## config.mk

```make
export PLATFORM = sky130hd
export DESIGN_NAME = system
export DESIGN_NICKNAME = d
export VERILOG_FILES = /design/src/rtl/system.sv
export SDC_FILE = /design/constraint.sdc
export NUM_CORES = 1
export LEC_CHECK = 0
export BUFFER_PORTS_ARGS = -buffer_cell sky130_fd_sc_hd__buf_2
export CORE_ASPECT_RATIO = 1.2
export CORE_MARGIN = 2
export CORE_UTILIZATION = 40
export DETAILED_ROUTE_END_ITERATION = 7
export PLACE_DENSITY = 0.54
export SYNTH_ARGS = -nofsm -noshare
export SYNTH_HDL_FRONTEND = slang
export SYNTH_SLANG_ARGS = --single-unit
```

## constraint.sdc

```tcl
create_clock -name clk -period 2.7 [get_ports clk]
set_input_delay 0.135 -clock clk [delete_from_list [all_inputs] [get_ports clk]]
set_output_delay 0.135 -clock clk [all_outputs]
set_load 0.02 [all_outputs]
```

## src/rtl/system.sv

```systemverilog
// Ack-paced serial message sender: each rx rising edge queues one byte
// of a fixed 8-byte message, sent as an 8N1 UART frame on tx.
`timescale 1ns/1ps
module system #(
   parameter int clk_freq = 50_000_000,
   parameter int baud     = 1_000_000
) (
   input  logic clk,
   input  logic rst,
   input  logic rx,
   output logic tx
);

   localparam int DIV = clk_freq / baud;
   localparam int CW  = (DIV > 2) ? $clog2(DIV) : 1;
   localparam logic [CW-1:0] LAST = CW'(DIV - 1);

   typedef enum logic [1:0] {
      IDLE,
      START,
      DATA,
      STOP
   } state_t;

   state_t        state;
   logic          s1;
   logic          s2;
   logic          prev;
   logic          rx_edge;
   logic          go;
   logic          tick;
   logic [3:0]    pending;
   logic [2:0]    msg_idx;
   logic [2:0]    bit_cnt;
   logic [CW-1:0] baud_cnt;
   logic [7:0]    shreg;

   function automatic logic [7:0] rom(input logic [2:0] i);
      logic [7:0] b;
      case (i)
         3'd0: b = 8'h41;
         3'd1: b = 8'h52;
         3'd2: b = 8'h43;
         3'd3: b = 8'h2D;
         3'd4: b = 8'h4F;
         3'd5: b = 8'h4B;
         3'd6: b = 8'h0D;
         3'd7: b = 8'h0A;
         default: b = 8'h00;
      endcase
      return b;
   endfunction

   assign rx_edge = s2 & ~prev;
   assign go      = (state == IDLE) && (pending != 4'd0);
   assign tick    = (baud_cnt == LAST);

   always_ff @(posedge clk or negedge rst) begin
      if (!rst) begin
         s1   <= 1'b0;
         s2   <= 1'b0;
         prev <= 1'b0;
      end else begin
         s1   <= rx;
         s2   <= s1;
         prev <= s2;
      end
   end

   // Edge and frame start in the same cycle cancel out, even when full.
   always_ff @(posedge clk or negedge rst) begin
      if (!rst) begin
         pending <= 4'd0;
      end else begin
         case ({rx_edge, go})
            2'b10: if (pending != 4'hF) pending <= pending + 4'd1;
            2'b01: pending <= pending - 4'd1;
            default: ;
         endcase
      end
   end

   always_ff @(posedge clk or negedge rst) begin
      if (!rst) begin
         state    <= IDLE;
         tx       <= 1'b1;
         msg_idx  <= 3'd0;
         bit_cnt  <= 3'd0;
         baud_cnt <= '0;
         shreg    <= 8'h00;
      end else begin
         unique case (state)
            IDLE: begin
               tx       <= 1'b1;
               baud_cnt <= '0;
               bit_cnt  <= 3'd0;
               if (go) begin
                  shreg   <= rom(msg_idx);
                  msg_idx <= msg_idx + 3'd1;
                  tx      <= 1'b0;
                  state   <= START;
               end
            end
            START: begin
               if (tick) begin
                  baud_cnt <= '0;
                  tx       <= shreg[0];
                  shreg    <= {1'b0, shreg[7:1]};
                  state    <= DATA;
               end else begin
                  baud_cnt <= baud_cnt + 1'b1;
               end
            end
            DATA: begin
               if (tick) begin
                  baud_cnt <= '0;
                  if (bit_cnt == 3'd7) begin
                     tx    <= 1'b1;
                     state <= STOP;
                  end else begin
                     bit_cnt <= bit_cnt + 3'd1;
                     tx      <= shreg[0];
                     shreg   <= {1'b0, shreg[7:1]};
                  end
               end else begin
                  baud_cnt <= baud_cnt + 1'b1;
               end
            end
            STOP: begin
               if (tick) begin
                  baud_cnt <= '0;
                  state    <= IDLE;
               end else begin
                  baud_cnt <= baud_cnt + 1'b1;
               end
            end
         endcase
      end
   end

endmodule

```

# Word-level counts from Yosys, hierarchy flattened
# Memory sizes are Yosys's and may differ from the RTL's.
# Index checks and enable logic that the tools add are counted.
# W data, S select, Z words.
[op_classes]
n_reduce_logical = 13
n_eq_ne = 15
muxes = 23
addsub = 5
bitwise_logic = 2
[ops]
columns = ["op", "count"]
rows = [
  ["$mux W8", 4],
  ["$pmux W8 S3", 1],
  ["$ne A2 B2 Y1 const B", 7],
  ["$pmux W6 S2", 1],
  ["$mux W2", 5],
  ["$reduce_and A5 Y1", 2],
  ["$pmux W2 S4", 1],
  ["$pmux W4 S2", 1],
  ["$add A3 B1 Y3 const B", 2],
  ["$add A6 B1 Y6 const B", 1],
  ["$eq A2 B2 Y1 const B", 3],
  ["$eq A6 B6 Y1 const B", 1],
  ["$mux W3", 2],
  ["$mux W6", 1],
  ["$pmux W3 S2", 1],
  ["$reduce_and A3 Y1", 2],
  ["$add A4 B1 Y4 const B", 1],
  ["$eq A2 B1 Y1 const B", 2],
  ["$mux W1", 4],
  ["$mux W4", 1],
  ["$ne A4 B4 Y1 const B", 1],
  ["$reduce_and A2 Y1", 2],
  ["$reduce_bool A2 Y1", 2],
  ["$reduce_bool A4 Y1", 1],
  ["other kinds (9)", 9],
]
[word_totals]
mem_count = 1
inputBits = 3
word_cells = 69
register_bits = 30
romBits = 56
output_inout_bits = 1
[mem_list]
columns = ["name", "depth", "word_bits", "rd", "rd_clocked_by_memory_dff", "write_ports", "line_no", "source"]
rows = [
  ["(no name shown)", 8, 7, 1, 0, 0, "40", "case (i)"],
]

# Logic depth before layout (Yosys ltp)
# Gate-level depths: netlist (run 1).
[logic_depth]
depth_word = 5
depth_mapped = 9
ltp_nobuf = 9

# Worst setup path before layout (run 1)
# No wires, ideal clock.
[synth_path]
path_kind = "reg-to-reg"
start = "reg pending[1]"
end = "reg pending[2]"
arrival_ns = 2.014
required_time_ns = 2.621
synth_period_minus_slack_ns = 2.093
path_buffers = 1
path_stages_with_launch = 8
slack_ns = 0.607
setup_time_ns = 0.079
cell_sequence = "dfrtp_1 buf_6 o41ai_4 nor2_1 xor2_1 ha_1 o41ai_1 xor2_1"
[synth_via]
elab_chain_cells = 5
elab_cells_between_ends = 12
cone_classes = "add/sub (2); eq/ne (4); mux (2); reduce/logical (4)"
[synth_lines]
columns = ["item", "line_no", "source"]
rows = [
  ["start, declared", "32", "logic [3:0] pending;"],
  ["start signal, assigned", "76", "2'b10: if (pending != 4'hF) pending <= pending + 4'd1;"],
  ["start signal, assigned", "77", "2'b01: pending <= pending - 4'd1;"],
  ["parallel branches: the longest is 5 deep, another holds $add A4 B1 Y4", "-", ""],
]
# Parallel ways; which one is timed is not known. The select of a mux whose other input is x is not followed.
# A chain may end at the register's enable or synchronous reset.

# Final worst setup path (run 1)
# Same ends and word-level chain as after synthesis.

==> results.sh, run 1 <==
export IMPL_status="complete, no violations"
export IMPL_arrival_ps=2490
export IMPL_grt_overflow=0
export IMPL_combPwrFrac=0.470
export IMPL_grt_setup_unrepaired="no"
export IMPL_io_buffers=3
export IMPL_syn_area_um2=1650
export IMPL_initial_core_util=0.419
export IMPL_grt_max_degree=30
export IMPL_crit_required_ps=2910
export IMPL_die_h_um=74.4
export IMPL_synth_seq_cells=29
export IMPL_maxCapViolations=0
export IMPL_core_area_um2=3940
export IMPL_power_total_mw=2.24
export IMPL_hp_class="register to register"
export IMPL_power_per_cell_area_nw_per_um2=1220
export IMPL_numCtsBuffers=5
export IMPL_diodes=0
export IMPL_finalSetupViolations=0
export IMPL_viasPerCell=4.93
export IMPL_min_period_ps=2280
export IMPL_yosysTopAreaCell="dfrtp_1"
export IMPL_die_x_um=62.7
export IMPL_cts_max_level=2
export IMPL_fmax_mhz=438
export IMPL_end_kind="register"
export IMPL_leakage_nw=0.839
export IMPL_intPower_mw=1.35
export IMPL_cts_buffer_depth=2
export IMPL_dieArea_um2=4660
export IMPL_avgSynthCellArea_um2=11.2
export IMPL_synth_seq_area_share=0.440
export IMPL_p_seq_frac=0.352
export IMPL_finalInstanceArea_um2=1840
export IMPL_syn_to_final_growth_pct=11.2
export IMPL_synth_area_top_cells="dfrtp_1 (42%), ha_1 (13%), mux2_2 (9.5%), nor2_1 (3.0%), o21ai_0 (2.7%)"
export IMPL_clkTransAtPathRegs_ps=60
export IMPL_cts_resized=0
export IMPL_fillers=379
export IMPL_drt_first_pass_iters=4
export IMPL_ant_nets=0
export IMPL_placed_area_um2=1720
export IMPL_io_pins=4
export IMPL_final_util=0.466
export IMPL_worstSetupPathType="register to register"
export IMPL_ys_flop_type="dfrtp_1"
export IMPL_power_switching_uw=891
export IMPL_antenna_found_initial=0
export IMPL_vias=1041
export IMPL_yosysMostFrequentCell="dfrtp_1"
export IMPL_postCtsSetupRepairBufs=0
export IMPL_power_share_clock=0.177
export IMPL_grt_pass1_wl_um=4760
export IMPL_first_global_vias=1030
export IMPL_num_rows=25
export IMPL_grtUsageTotal=0.137
export IMPL_ys_types=35
export IMPL_clock_sinks=29
export IMPL_hpwlAfterDp_um=1930
export IMPL_worstMarginPinSlew_ps=658
export IMPL_wl_met1_um=1290
export IMPL_ir_drop_mv=0.411
export IMPL_final_period_utilization=0.845
export IMPL_hold_viol=0
export IMPL_fin_skew_ps=8.09
export IMPL_wl_met2_um=1290
export IMPL_cp_start_kind="register"
export IMPL_async_reset_ff_frac=1.00
export IMPL_netSwitchingFraction=0.398
export IMPL_crit_fanout=9
export IMPL_wirelength_um=2720
export IMPL_slew_limit_headroom=0.562
export IMPL_cts_root_buf="clkbuf_8"
export IMPL_drt_iter0_drc=38
export IMPL_synth_common_cells="dfrtp_1 (28), ha_1 (17), mux2_2 (14), nor2_1 (13), nand2_1 (10)"
export IMPL_fin_tns_setup_ps=0
export IMPL_top_layer_used="met4"
export IMPL_wl_per_cell_um=12.9
export IMPL_gp_congestion=0.741
export IMPL_cts_hold_buf=2
export IMPL_slew_viol_final=0
export IMPL_synth_edff_count=0
export IMPL_syn_nets=167
export IMPL_nNetsFinal=176
export IMPL_synth_top_area_frac=0.424
export IMPL_cts_tree="done"
export IMPL_clk_latency_ps=290
export IMPL_yosysWarnings=0
export IMPL_drc=0
export IMPL_drive_gt1_frac=0.217
export IMPL_routed_wl_met3_um=57
export IMPL_syn_inst=147
[cell families after synthesis]
family                   share of synthesized area
AND/OR/NAND/NOR                              0.136
flip-flops                                   0.440
AO/OA/AOI/OAI                                0.115
adder cells (fa/ha/maj)                      0.129
multiplexers                                 0.105
buffers and inverters                       0.0273
XOR/XNOR                                    0.0477
[worst max-delay path: stages (launching register included)]
cell,delay [ps]
dfrtp_1,490
o41ai_4,660
nor2_1,110
xor2_1,170
ha_1,210
o41ai_1,410
xor2_1,170
[area by class of cell]
cell class / instances / area [µm²] / area share
Multi-Input combinational cell: 108 / 880 / 0.479
Sequential cell: 29 / 727 / 0.396
Clock buffer: 7 / 96.3 / 0.0525
Tap cell: 54 / 67.6 / 0.0368
Timing Repair Buffer: 5 / 35.0 / 0.0191
Inverter: 7 / 26.3 / 0.0143
Clock inverter: 1 / 5.00 / 0.00272
[power by group through the flow]
stage	Sequential (mW)	Combinational, mW	Clock [mW]
3_3_place_gp	0.786	1.04	0
5_1_grt	0.816	1.20	0.430
6_report	0.788	1.05	0.397
3_5_place_dp	0.796	1.06	0
2_1_floorplan	0.752	0.892	0
4_1_cts	0.789	1.07	0.409
[placed cells by master, fill, tap and decap left out, drive strengths merged]
master,synthesis,routed
clkinv,0,1
o41ai,2,2
o22a,1,1
buf,1,3
a211oi,2,2
dlygate4sd3,0,2
xor2,5,5
a31oi,1,1
nor2,14,14
or3b,1,1
o21ai,10,10
inv,7,7
a311oi,1,1
nand2,10,10
a21oi,3,3
ha,17,17
a22o,3,3
nand3,4,4
nor3,4,4
xnor2,4,4
dfrtp,28,28
nor2b,3,3
nand4,2,2
o31ai,1,1
mux2,15,15
and3,1,1
clkbuf,2,7
nand2b,2,2
and4b,1,1
nand3b,1,1
dfstp,1,1
[final timing paths]
path                       depth (start not counted)     endpoint  slack [ps]  startpoint
max in group asynchronous                          2  baud_cnt[5]        1860         rst
max reg2reg                                        6   pending[2]         420  pending[1]
min in group asynchronous                          2     state[0]         410         rst
max                                                6   pending[2]         420  pending[1]
min                                                0           s2         360          s1
min reg2reg                                        0           s2         360          s1
[registers in the layout, indices dropped and copies added, names as in the netlist]
name,count
shreg,7
baud_cnt,6
pending,4
bit_cnt,3
msg_idx,3
state,2
prev,1
s1,1
s2,1
tx,1
[per-stage QoR]
step | setup WS [ps] | hold slack (ps) | cells
final | 418 | 360 | 211
after global routing | 200 | 378 | 211
after CTS | 401 | 360 | 211
after detailed placement | 412 | 210 | 201
after global placement | 470 | 208 | 201
after floorplan | 607 | -161 | 147
[metal layers]
layer  track usage  vias to the layer above
li1              -                      530
met1         0.172                      496
met2         0.214                        8
met3        0.0318                        7
met4        0.0963                        0
met5             0                        -
Power figures use the tool's default switching activity.
==> run 2, diff against run 1 <==
- clock period: 2.7 -> 2.3 ns (I/O delays scaled with it)
==> run 2 against run 1 <==
Largest cell class unchanged. Count of clock-buffer cells in the layout decreased by 1. Clock skew decreased by 5.6 ps. Routed wire length increased by 5.4%. Clock power increased by 1%. Worst hold slack improved by 11 ps. Critical path depth decreased by 1.
==> results.sh, run 2 (synthesis gave the netlist of run 1 again) <==
export IMPL_status="complete, no violations"
export IMPL_drt_iter0_drc=25
export IMPL_hp_class="register to register"
export IMPL_largest_register_ffs=7
export IMPL_worstMarginPinSlew_ps=646
export IMPL_end_kind="register"
export IMPL_worstSetupPathType="register to register"
export IMPL_first_global_vias=1170
export IMPL_drive_gt1_frac=0.236
export IMPL_clock_sinks=29
export IMPL_core_area_um2=3940
export IMPL_slew_viol_final=0
export IMPL_io_pins=4
export IMPL_cp_endpoint="shreg[1]"
export IMPL_ir_drop_mv=0.576
export IMPL_grt_pass1_wl_um=5310
export IMPL_worstHoldPathCells=0
export IMPL_antenna_found_initial=0
export IMPL_rrSetupSlack_ps=210
export IMPL_fillers=389
export IMPL_hpwlAfterDp_um=2100
export IMPL_cp_start_kind="register"
export IMPL_mostFrequentLayoutCell="dfrtp_1"
export IMPL_die_h_um=74.4
export IMPL_cts_tree="done"
export IMPL_crit_fanout=7
export IMPL_die_x_um=62.7
export IMPL_numCtsBuffers=5
export IMPL_grt_setup_unrepaired="no"
export IMPL_slowest_delay_ps=470
export IMPL_grtUsageTotal=0.148
export IMPL_path_cells="ha_1 > ha_1 > nand3b_2 > a211oi_4 > mux2_2"
export IMPL_num_rows=25
export IMPL_drt_first_pass_iters=4
export IMPL_min_period_ps=2090
export IMPL_nNetsFinal=180
export IMPL_cts_buffer_depth=2
export IMPL_io_buffers=3
export IMPL_dieArea_um2=4660
export IMPL_finalSetupViolations=0
export IMPL_fin_tns_setup_ps=0
export IMPL_clk_latency_ps=280
export IMPL_rr_worst_depth=5
export IMPL_wirelength_um=2860
export IMPL_viasPerCell=5.03
export IMPL_power_per_cell_area_nw_per_um2=1430
export IMPL_hold_viol=0
export IMPL_dp_slack_ps=202
export IMPL_seq_area_um2=727
export IMPL_reg_top3="shreg: 7 flops, baud_cnt: 6 flops, pending: 4 flops"
export IMPL_cp_num_buf_inv=0
export IMPL_crit_path_start="bit_cnt[0]"
export IMPL_rr_startpoint="bit_cnt[0]"
export IMPL_final_period_utilization=0.909
export IMPL_slowest_stage="a211oi_4"
export IMPL_crit_required_ps=2460
export IMPL_postCtsSetupRepairBufs=0
export IMPL_layout_setup_ws_ps=208
export IMPL_drc=0
export IMPL_diodes=0
export IMPL_wl_per_cell_um=13.3
export IMPL_grt_overflow=0
export IMPL_clkTransAtPathRegs_ps=60
export IMPL_fin_skew_ps=2.49
export IMPL_worstReg2RegEnd="shreg[1]"
export IMPL_path_depth=5
export IMPL_syn_to_final_growth_pct=12.0
export IMPL_cts_root_buf="clkbuf_8"
export IMPL_maxCapViolations=0
export IMPL_grt_max_degree=30
export IMPL_slew_limit_headroom=0.569
export IMPL_gp_congestion=0.763
export IMPL_ant_nets=0
export IMPL_crit_path_frequent_cell="ha_1"
export IMPL_multi_input_area_um2=882
export IMPL_initial_core_util=0.419
export IMPL_vias=1082
export IMPL_fmax_mhz=478
export IMPL_mostFrequentLayoutCells="dfrtp_1 (28), ha_1 (16), mux2_2 (14)"
export IMPL_arrival_ps=2250
export IMPL_regMostFlops="shreg"
export IMPL_cts_max_level=2
export IMPL_path_delay_family="compound AO/OA/AOI/OAI gates"
export IMPL_leakage_nw=0.847
==> run 2: timing repair <==
item	4_1_cts	5_1_grt
hold buffers	2	0
endpoints found under the hold margin	29	0
gates resized for setup	0	1
setup endpoints to repair	0	1
==> run 2: report_power, final <==
group          switching, mW  total [mW]  internal (mW)
Sequential             0.197       0.912          0.715
Combinational          0.684        1.34          0.654
Clock                  0.192       0.401          0.209
==> run 2: worst min path at each step <==
stage          slack [ps]          end  startpoint
2_1_floorplan        -180  baud_cnt[0]         rst
3_3_place_gp          180         prev         rst
3_5_place_dp          190   pending[0]         rst
4_1_cts               380         prev          s2
5_1_grt               390           s2          s1
6_report              370         prev          s2
==> run 2: metal layers <==
layer | wire length (µm) | vias up | track usage | share of wire
met5 | 0 | - | 0 | 0
met4 | 48 | 0 | 0.0716 | 0.017
met3 | 71 | 7 | 0.0363 | 0.025
met2 | 1400 | 9 | 0.260 | 0.49
met1 | 1340 | 527 | 0.171 | 0.47
li1 | - | 539 | - | -
==> run 2: area by class of cell <==
cell class | count | area share
tap | 54 | 0.0365
clock inverter | 2 | 0.00541
multi-input combinational | 108 | 0.477
timing repair buffer | 9 | 0.0352
inverter | 7 | 0.0142
sequential | 29 | 0.393
clock buffer | 6 | 0.0392
==> run 2: through the flow <==
| stage | hold slack, ps | power, mW | area (µm²) | utilization | std cells |
|---|---|---|---|---|---|
| 3_3_place_gp | 182 | 2.21 | 1750 | 0.443 | 205 |
| 3_5_place_dp | 192 | 2.26 | 1750 | 0.443 | 205 |
| 4_1_cts | 377 | 2.69 | 1850 | 0.469 | 215 |
| 6_report | 371 | 2.65 | 1850 | 0.470 | 215 |
| 5_1_grt | 388 | 2.91 | 1850 | 0.470 | 215 |
| 2_1_floorplan | -181 | 1.93 | 1650 | - | 147 |
==> run 3, diff against run 2 <==
- ABC_AREA: unset -> 1
==> run 3 against run 2 <==
Fmax grew 7.1%. Register-to-register slack better by 140 ps. Power is 2.7% lower. Die area rose by 0.85%. Clock power shrank 1%. Global-route usage up 0.77 points. Largest power group unchanged. Highest routed layer unchanged.
==> results.sh, run 3 <==
export IMPL_drc=0
export IMPL_leakage_nw=0.907
export IMPL_core_area_um2=3970
export IMPL_cts_max_level=2
export IMPL_wirelength_um=3070
export IMPL_crit_fanout=9
export IMPL_grt_pass1_wl_um=5660
export IMPL_wl_per_cell_um=12.2
export IMPL_min_period_ps=1950
export IMPL_worstReg2RegEnd="pending[2]"
export IMPL_ir_drop_mv=0.661
export IMPL_gr_usage_met1=0.180
export IMPL_clkTransAtPathRegs_ps=60
export IMPL_cts_buffer_depth=2
export IMPL_grtUsageTotal=0.155
export IMPL_synth_seq_cells=29
export IMPL_crit_required_ps=2500
export IMPL_synth_area_top_cells="dfrtp_1 (42%), ha_1 (13%), nand2_1 (7.9%), inv_1 (5.2%), o21ai_0 (3.3%)"
export IMPL_vias=1250
export IMPL_postCtsSetupRepairBufs=0
export IMPL_worstMarginPinSlew_ps=670
export IMPL_drt_first_pass_iters=4
export IMPL_fin_tns_setup_ps=0
export IMPL_syn_inst=185
export IMPL_path_cells="inv_1 > ha_1 > nand4_1 > nand2_1 > inv_2 > ha_1 > inv_1 > nand2_1 > xor2_1 > o21ai_1"
export IMPL_die_x_um=62.9
export IMPL_whs_endpoint="s2"
export IMPL_io_buffers=3
export IMPL_top_usage_layer="met2"
export IMPL_cts_tree="done"
export IMPL_drive_gt1_frac=0.127
export IMPL_slowest_stage="ha_1"
export IMPL_grt_setup_unrepaired="no"
export IMPL_mostFrequentLayoutCells="nand2_1 (35), dfrtp_1 (28), inv_1 (23)"
export IMPL_hp_class="register to register"
export IMPL_clock_sinks=29
export IMPL_initial_core_util=0.420
export IMPL_mostFrequentLayoutCell="nand2_1"
export IMPL_antenna_found_initial=0
export IMPL_hold_viol=0
export IMPL_worstSetupPathType="register to register"
export IMPL_yosysMostFrequentCell="nand2_1"
export IMPL_fin_skew_ps=5.80
export IMPL_yosysTopAreaCell="dfrtp_1"
export IMPL_diodes=0
export IMPL_ys_flop_type="dfrtp_1"
export IMPL_cts_root_buf="clkbuf_8"
export IMPL_drt_iter0_drc=37
export IMPL_syn_nets=205
export IMPL_avgSynthCellArea_um2=9.01
export IMPL_regMostFlops="shreg"
export IMPL_hpwlAfterDp_um=2300
export IMPL_syn_area_um2=1670
export IMPL_ys_types=34
export IMPL_final_period_utilization=0.849
export IMPL_grt_overflow=0
export IMPL_slowest_delay_ps=410
export IMPL_synth_seq_area_share=0.436
export IMPL_rr_worst_depth=10
export IMPL_syn_to_final_growth_pct=10.7
export IMPL_synth_common_cells="nand2_1 (35), dfrtp_1 (28), inv_1 (23), ha_1 (17), o21ai_0 (11)"
export IMPL_numCtsBuffers=5
export IMPL_yosysWarnings=0
export IMPL_grt_max_degree=30
export IMPL_cts_resized=0
export IMPL_power_per_cell_area_nw_per_um2=1400
export IMPL_viasPerCell=4.98
export IMPL_finalSetupViolations=0
export IMPL_ant_nets=0
export IMPL_rr_startpoint="state[0]"
export IMPL_clk_latency_ps=280
export IMPL_rrSetupSlack_ps=350
export IMPL_fmax_mhz=512
export IMPL_worstHoldPathCells=0
export IMPL_io_pins=4
export IMPL_min_from="s1"
export IMPL_synth_top_area_frac=0.420
export IMPL_async_reset_ff_frac=1.00
export IMPL_gp_congestion=0.773
export IMPL_end_kind="register"
export IMPL_grt_use_met3=0.0538
export IMPL_die_h_um=74.7
export IMPL_maxCapViolations=0
export IMPL_power_total_mw=2.58
export IMPL_num_rows=25
export IMPL_hold_ws_ps=359
export IMPL_dieArea_um2=4700
export IMPL_cp_start_kind="register"
export IMPL_arrival_ps=2160
export IMPL_reg_top3="shreg: 7 flops, baud_cnt: 6 flops, pending: 4 flops"
export IMPL_status="complete, no violations"
export IMPL_use_met2=0.266
export IMPL_slew_viol_final=0
export IMPL_slew_limit_headroom=0.553
export IMPL_synth_edff_count=0
export IMPL_largest_register_ffs=7
export IMPL_first_global_vias=1306
export IMPL_nNetsFinal=216
run 3: critical path: cells and delay by family, from the launching register on:
family	cells	cell delay, ps
and+or+nand+nor	3	400
adders and majority gates	2	580
buffers and inverters	3	220
AOI/OAI and AO/OA	1	110
DFF	1	400
xor gates and xnor gates	1	160
run 3: cells by family after synthesis:
| kind of cell | Yosys count | synth area share |
|---|---|---|
| buffers and inverters | 27 | 0.0631 |
| DFF | 29 | 0.436 |
| xor gates and xnor gates | 5 | 0.0263 |
| AOI/OAI and AO/OA | 34 | 0.125 |
| and+or+nand+nor | 73 | 0.222 |
| adders and majority gates | 17 | 0.128 |
run 3: per-stage QoR:
stage          setup WS, ps  instances  instance area, µm²   util
2_1_floorplan           630        185                1670      -
3_3_place_gp            479        241                1740  0.439
3_5_place_dp            353        241                1740  0.439
4_1_cts                 352        251                1840  0.464
5_1_grt                 151        251                1840  0.464
6_report                346        251                1840  0.464
run 3: repair_timing:
item	in CTS	in global routing
hold endpoints to repair	29	0
endpoints found under the setup margin	0	0
hold buffers	2	0
run 3: worst max path at each step:
stage	to	start	slack, ps
3_5_place_dp	pending[2]	state[0]	350
6_report	pending[2]	state[0]	350
3_3_place_gp	pending[2]	state[0]	480
2_1_floorplan	pending[2]	state[0]	630
5_1_grt	pending[2]	state[0]	150
4_1_cts	pending[2]	state[0]	350
run 3: cell type report:
cell class                 instances  area [µm²]
fill                             409        2130
inverter                          26         100
tap                               54        67.6
multi-input combinational        129         835
timing repair buffer               5        35.0
clock buffer                       8        80.1
sequential                        29         727
run 3: per-layer routing:
metal	up-vias	wire, µm	share of wire
li1	628	-	-
met3	7	92	0.030
met1	599	1390	0.45
met2	16	1530	0.50
met4	0	53	0.017
met5	-	0	0
run 3: power breakdown:
group	internal, mW	total [mW]	switching (mW)	leakage, nW
Combinational	0.479	1.30	0.820	0.506
Sequential	0.710	0.883	0.173	0.362
Clock	0.214	0.397	0.183	0.0395
Total	1.40	2.58	1.18	0.907
